`config.mk`:
```
export PLATFORM = sky130hd
export DESIGN_NAME = input_loader
export DESIGN_NICKNAME = d
export VERILOG_FILES = /design/src/rtl/input_loader.sv
export SDC_FILE = /design/constraint.sdc
export NUM_CORES = 2
export LEC_CHECK = 0
export ABC_AREA = 1
export CAP_MARGIN = 20
export CORE_AREA = 4 4 333 335
export DETAILED_ROUTE_END_ITERATION = 12
export DIE_AREA = 0 0 337 339
export GPL_TIMING_DRIVEN = 0
export RECOVER_POWER = 100
export REMOVE_ABC_BUFFERS = 1
export SLEW_MARGIN = 20
export SYNTH_ARGS = -nofsm -noshare
export SYNTH_HDL_FRONTEND = slang
export SYNTH_SLANG_ARGS = --single-unit
```
`constraint.sdc`:
```
create_clock -name clk -period 4.5 [get_ports clk]
set_input_delay 1.125 -clock clk [delete_from_list [all_inputs] [get_ports clk]]
set_output_delay 1.125 -clock clk [all_outputs]
set_load 0.05 [all_outputs]
```
`src/rtl/input_loader.sv`:
```
// input_loader: unpacks the weight-then-pixel byte stream into binary kernels and image
module input_loader #(
  parameter int N_KERNELS = 8,
  parameter int IMG_DIM   = 28,
  parameter int W_BYTES   = 9,
  parameter int P_BYTES   = 98
) (
  input  logic                 clk,
  input  logic                 rst,
  input  logic [2:0]           state,
  input  logic [7:0]           data_in,
  input  logic                 data_valid,
  output logic                 data_ready,
  output logic [IMG_DIM-1:0]   pixels [IMG_DIM-1:0],
  output logic [2:0][2:0]      weights [N_KERNELS-1:0],
  output logic                 done
);
  localparam logic [2:0] S_LOAD    = 3'd1;
  localparam logic [1:0] L_IDLE    = 2'd0;
  localparam logic [1:0] L_WEIGHTS = 2'd1;
  localparam logic [1:0] L_PIXELS  = 2'd2;
  localparam logic [1:0] L_DONE    = 2'd3;
  logic [1:0]                   st_q, st_d;
  logic [6:0]                   cnt_q, cnt_d;
  logic [N_KERNELS*9-1:0]       w_q;
  logic [IMG_DIM*IMG_DIM-1:0]   p_q;
  logic [9:0]                   base;
  logic                         acc;
  assign data_ready = (st_q == L_WEIGHTS || st_q == L_PIXELS) && state == S_LOAD;
  assign acc        = data_valid && data_ready;
  assign done       = st_q == L_DONE;
  assign base       = {cnt_q, 3'b000};
  always_comb begin
    st_d  = st_q;
    cnt_d = acc ? cnt_q + 7'd1 : cnt_q;
    if (st_q == L_IDLE && state == S_LOAD) st_d = L_WEIGHTS;
    if (acc && st_q == L_WEIGHTS && cnt_q == 7'(W_BYTES - 1)) begin
      st_d  = L_PIXELS;
      cnt_d = '0;
    end
    if (acc && st_q == L_PIXELS && cnt_q == 7'(P_BYTES - 1)) st_d = L_DONE;
  end
  always_ff @(posedge clk) begin
    if (rst) begin
      st_q  <= L_IDLE;
      cnt_q <= '0;
      w_q   <= '0;
      p_q   <= '0;
    end else begin
      st_q  <= st_d;
      cnt_q <= cnt_d;
      if (acc && st_q == L_WEIGHTS) w_q[base[6:0] +: 8] <= data_in;
      if (acc && st_q == L_PIXELS) p_q[base +: 8] <= data_in;
    end
  end
  // Stream bit j lands at flat index j, so row/kernel slices fall out directly.
  for (genvar r = 0; r < IMG_DIM; r++) begin : g_pix
    assign pixels[r] = p_q[r*IMG_DIM +: IMG_DIM];
  end
  for (genvar n = 0; n < N_KERNELS; n++) begin : g_wgt
    assign weights[n] = w_q[n*9 +: 9];
  end
endmodule

```
==> results.md <==
- The via density per instance is 4.74.
- The clock sink count is between 800 and 900.
- Setup repair after global routing left no endpoint under its margin.
- The count of inserted antenna diode cells is 0.
- In the post-route analysis, the smallest setup slack over all paths is about 0.26 ns.
- For this run, the leading register cell type out of synthesis is sky130_fd_sc_hd__dfxtp_1.
- The max-slew violation count came to 0.
- The post-route netlist has 4.42% of its cells at a drive strength greater than 1.
- The DRC violation count after routing is 0.
- The pin count of the biggest net entering global routing is 154.
- For the worst-skew pair, the clock arrives at the later sink with an insertion delay of 0.68 ns.
- The number of filler cells placed in the layout is approximately 11,000.
- After synthesis, the netlist uses 36 different library cells.
- The worst-case vdd ir drop is 0.000261 V.
- From bottom edge to top edge, the die measures around 340 µm.
- The initial antenna violation count is 1.
- The residual antenna-violating net count after detailed routing is 0.
- Per report_power, the sequential group accounts for 48.2% of the total.
- The average wire per standard cell is 20.0 µm.
- Setup total negative slack on the finished layout was measured at 0 ns.
- The tree is rooted in a sky130_fd_sc_hd__clkbuf_16.
- Together, buffers and inverters on the worst path number 3.
- In the final layout, flip-flops and latches occupy between 15,000 and 20,000 µm².
- The worst pin sits at a relative slew slack of between 10% and 20%.
- The static power due to leakage is ~23 nW.
- After floorplanning, the core was divided into roughly 120 placement rows.
- At the worst endpoint, the required time is 5.06 ns.
- Global routing used between 20 and 30% of the available tracks.
- Max-cap violations in this run came to 0.
- The mean instance size in the synthesized netlist is 6.70 µm².
- The detailed placer's ending HPWL is approximately 110,000 µm.
- STA classifies the critical path endpoint as a register.
- Internal power comes to around 12 mW.
- The flow ran to the end, and the final reports show no timing, DRC or antenna violations.
- The H-tree was split into 3 levels.
- The first-pass GRT wire length is 220,000 µm.
- The count of flip-flops with a built-in enable after synthesis is 0.
- The tightest min-delay check is of the reg -> reg type.
- The synthesized design contains 865 register bits.
- The count of synthesis-stage warnings from yosys is 0.
- The highest clock frequency the design can meet is roughly 0.24 GHz.
- Buffers inserted to repair hold after CTS numbered 0.
- The total area inside the core boundary comes to approximately 110,000 µm².
- Power spread over the standard cell area amounts to about 330 nW/µm².
- After technology mapping, the gate count stands at approximately 5,400.
- In this run the tool buffered the top-level ports with 871 buffer cells.
- The slowest stage of the critical path belongs to the cell sky130_fd_sc_hd__nor2_2.
- Setup violations remaining at the end of the flow were counted as 0.
- The clock transition time at the flip-flop clock pins of the worst setup and hold paths is ~0.060 ns.
- The post-placement worst setup slack is -1.07 ns.
- The initial core utilization is between 30% and 40%.
- The first routing iteration left 2,487 violations.
- The type of element launching the critical path is an input pin.
- Compared with the post-synthesis result, the final layout area differs by 35.3%.
- The multi-input combinational cells in the finished layout cover a total of 15,800 µm².
- The final wirelength is 152,000 µm.
- The net switching power figure is approximately 3.6 mW.
- In this run, CTS created clock tree buffers numbering 100.
- For this run the aggregate overflow at the end of global routing stands at 0.
- The die is between 300 and 400 µm wide.
- The maximum single-stage delay on the critical path is ~0.64 ns.
- The clock tree buffer depth is 3.
- The count of nets after finishing is approximately 6,000.
- For this run, the detailed router's first-pass iteration total came to 6.
- The post-synthesis instance area is between 30,000 and 40,000 µm².
- The post-route fraction of the period consumed by the critical path is a little over nine tenths.
- Setup slack on the worst reg-to-reg path comes out at about 0.34 ns.
- The clock network is responsible for between 40% and 50% of the overall power.
- The top cell family by delay on the critical path is simple AND/OR/NAND/NOR gates.
- The count of placed standard cells in the final layout, fillers left out is about 7,600.
- Counting flops with an async set or reset pin after synthesis yields a share of 0%.
- The arrival time at the worst endpoint is approximately 4.8 ns.
- The number of placed instances, taps included, is around 7,400.
- The die area is roughly 110,000 µm².
- The TritonCTS clock tree is yes.
- At the pin with the least slew margin, the transition time is roughly 1.2 ns.
- Net switching is about 23% of the power.
- Pin placement for this block handled ~870 I/O pins.
- The count of endpoints failing hold in the final timing report was 0.
- The global placer's final weighted congestion is 0.829.
- The final route contains about 36,000 vias.
- The worst clock skew is approximately 0.025 ns.
- Walking the worst path, the cells encountered are clkdlybuf4s50_1, nand4_1, nor2_1, nand3_2, nor2_4, inv_4, buf_16, nor2_2, nand2_1, nand2_1, nor2_1.
- Along the worst path, the maximum fanout reaches 30.
- The smallest clock period supported by the final layout is computed as roughly 4.2 ns.
- The worst setup path category is in -> reg.
- The combinational power share is under 10%.
- The sequential area share after synthesis is between 40% and 50%.
- The number of global-route vias before repair came to ~33,000.
==> cells in the final DEF (no fill, tap or decap), types with 46 or more instances in the layout <==
master / Yosys / routed
sky130_fd_sc_hd__clkbuf_16: 0 / 101
sky130_fd_sc_hd__nand4_1: 54 / 55
sky130_fd_sc_hd__dlygate4sd3_1: 0 / 858
sky130_fd_sc_hd__inv_1: 387 / 389
sky130_fd_sc_hd__nor2_2: 19 / 46
sky130_fd_sc_hd__dfxtp_1: 865 / 864
sky130_fd_sc_hd__nor2_1: 1638 / 1638
sky130_fd_sc_hd__nand3_1: 163 / 163
sky130_fd_sc_hd__o21ai_0: 195 / 200
sky130_fd_sc_hd__nand2_1: 1446 / 1461
sky130_fd_sc_hd__a21oi_1: 167 / 167
==> worst register-to-register path, delay by kind of cell (launching register included) <==
family / cells / cell delay, ns
buffers and inverters: 3 / 0.56
DFF: 1 / 0.38
and+or+nand+nor: 8 / 2.70
adders and majority gates: 1 / 0.44
==> power groups by stage <==
stage | logic [mW] | clock network, mW | registers [mW]
final | 0.350 | 7.89 | 7.66
after global routing | 0.387 | 8.37 | 7.65
after CTS | 0.351 | 8.05 | 7.66
after detailed placement | 0.351 | 0 | 7.83
after global placement | 0.435 | 0 | 7.83
after floorplan | 0.279 | 0 | 7.83
==> layout make-up <==
type	count	area share (%)
sequential	865	35.5
inverter	405	3.16
clock buffer	152	5.96
timing repair buffer	898	18.9
multi-input combinational	3835	32.3
tap	1414	3.63
clock inverter	28	0.492
==> worst paths after layout <==
| check | startpoint | to | depth (start not counted) |
|---|---|---|---|
| max | state[0] | pixels[217]$_SDFFE_PP0P_ | 11 |
| min | weights[4]$_SDFFE_PP0P_ | weights[4]$_SDFFE_PP0P_ | 2 |
| max reg2reg | st_q[0]$_SDFFE_PP0P_ | pixels[217]$_SDFFE_PP0P_ | 12 |
| min reg2reg | weights[4]$_SDFFE_PP0P_ | weights[4]$_SDFFE_PP0P_ | 2 |
==> synth_stat cells, types with 33 or more instances <==
cell,number,area share [%]
sky130_fd_sc_hd__nand3_1,163,2.3
sky130_fd_sc_hd__a21oi_1,167,2.3
sky130_fd_sc_hd__buf_4,33,0.69
sky130_fd_sc_hd__nand2_1,1446,15
sky130_fd_sc_hd__inv_1,387,4.0
sky130_fd_sc_hd__buf_2,88,1.2
sky130_fd_sc_hd__nand4_1,54,0.94
sky130_fd_sc_hd__nor3_1,37,0.51
sky130_fd_sc_hd__clkbuf_1,110,1.1
sky130_fd_sc_hd__o21ai_0,195,2.7
sky130_fd_sc_hd__buf_1,42,0.44
sky130_fd_sc_hd__nor2_4,34,1.1
sky130_fd_sc_hd__nor2_1,1638,17
sky130_fd_sc_hd__dfxtp_1,865,48
==> flip-flops by register name (all words and copies together) (netlist names) <==
register,flops
cnt_q,7
st_q,2
weights,72
pixels,784
==> metrics by stage <==
step / area [µm²] / hold slack [ns] / utilization (%) / power [mW]
after global routing: 48800 / 0.471 / 45.1 / 16.4
after detailed placement: 45800 / 0.438 / 42.4 / 8.18
after floorplan: 34800 / 0.500 / - / 8.11
after CTS: 49000 / 0.447 / 45.4 / 16.1
after global placement: 45200 / 0.433 / 41.9 / 8.26
final: 48800 / 0.441 / 45.1 / 15.9
==> per-layer routing <==
layer,share of wire [%],GRT usage [%]
met2,47,43.1
met1,40,30.3
met4,4.1,10.3
met5,0.0086,0
met3,8.9,7.52
==> logic make-up after synthesis <==
| kind of cell | share of synthesized area (%) |
|---|---|
| buffers and inverters | 7.85 |
| flip-flops | 48.0 |
| XOR/XNOR | 0.0729 |
| AND/OR/NAND/NOR | 38.3 |
| adder cells (fa/ha/maj) | 0.312 |
| AO/OA/AOI/OAI | 5.46 |
==> timing repair <==
action / in CTS / in global routing
resized for setup: 9 / 2
endpoints found under the setup margin: 341 / 84
setup buffers: 4 / 0
(Power assumes the default switching activity.)
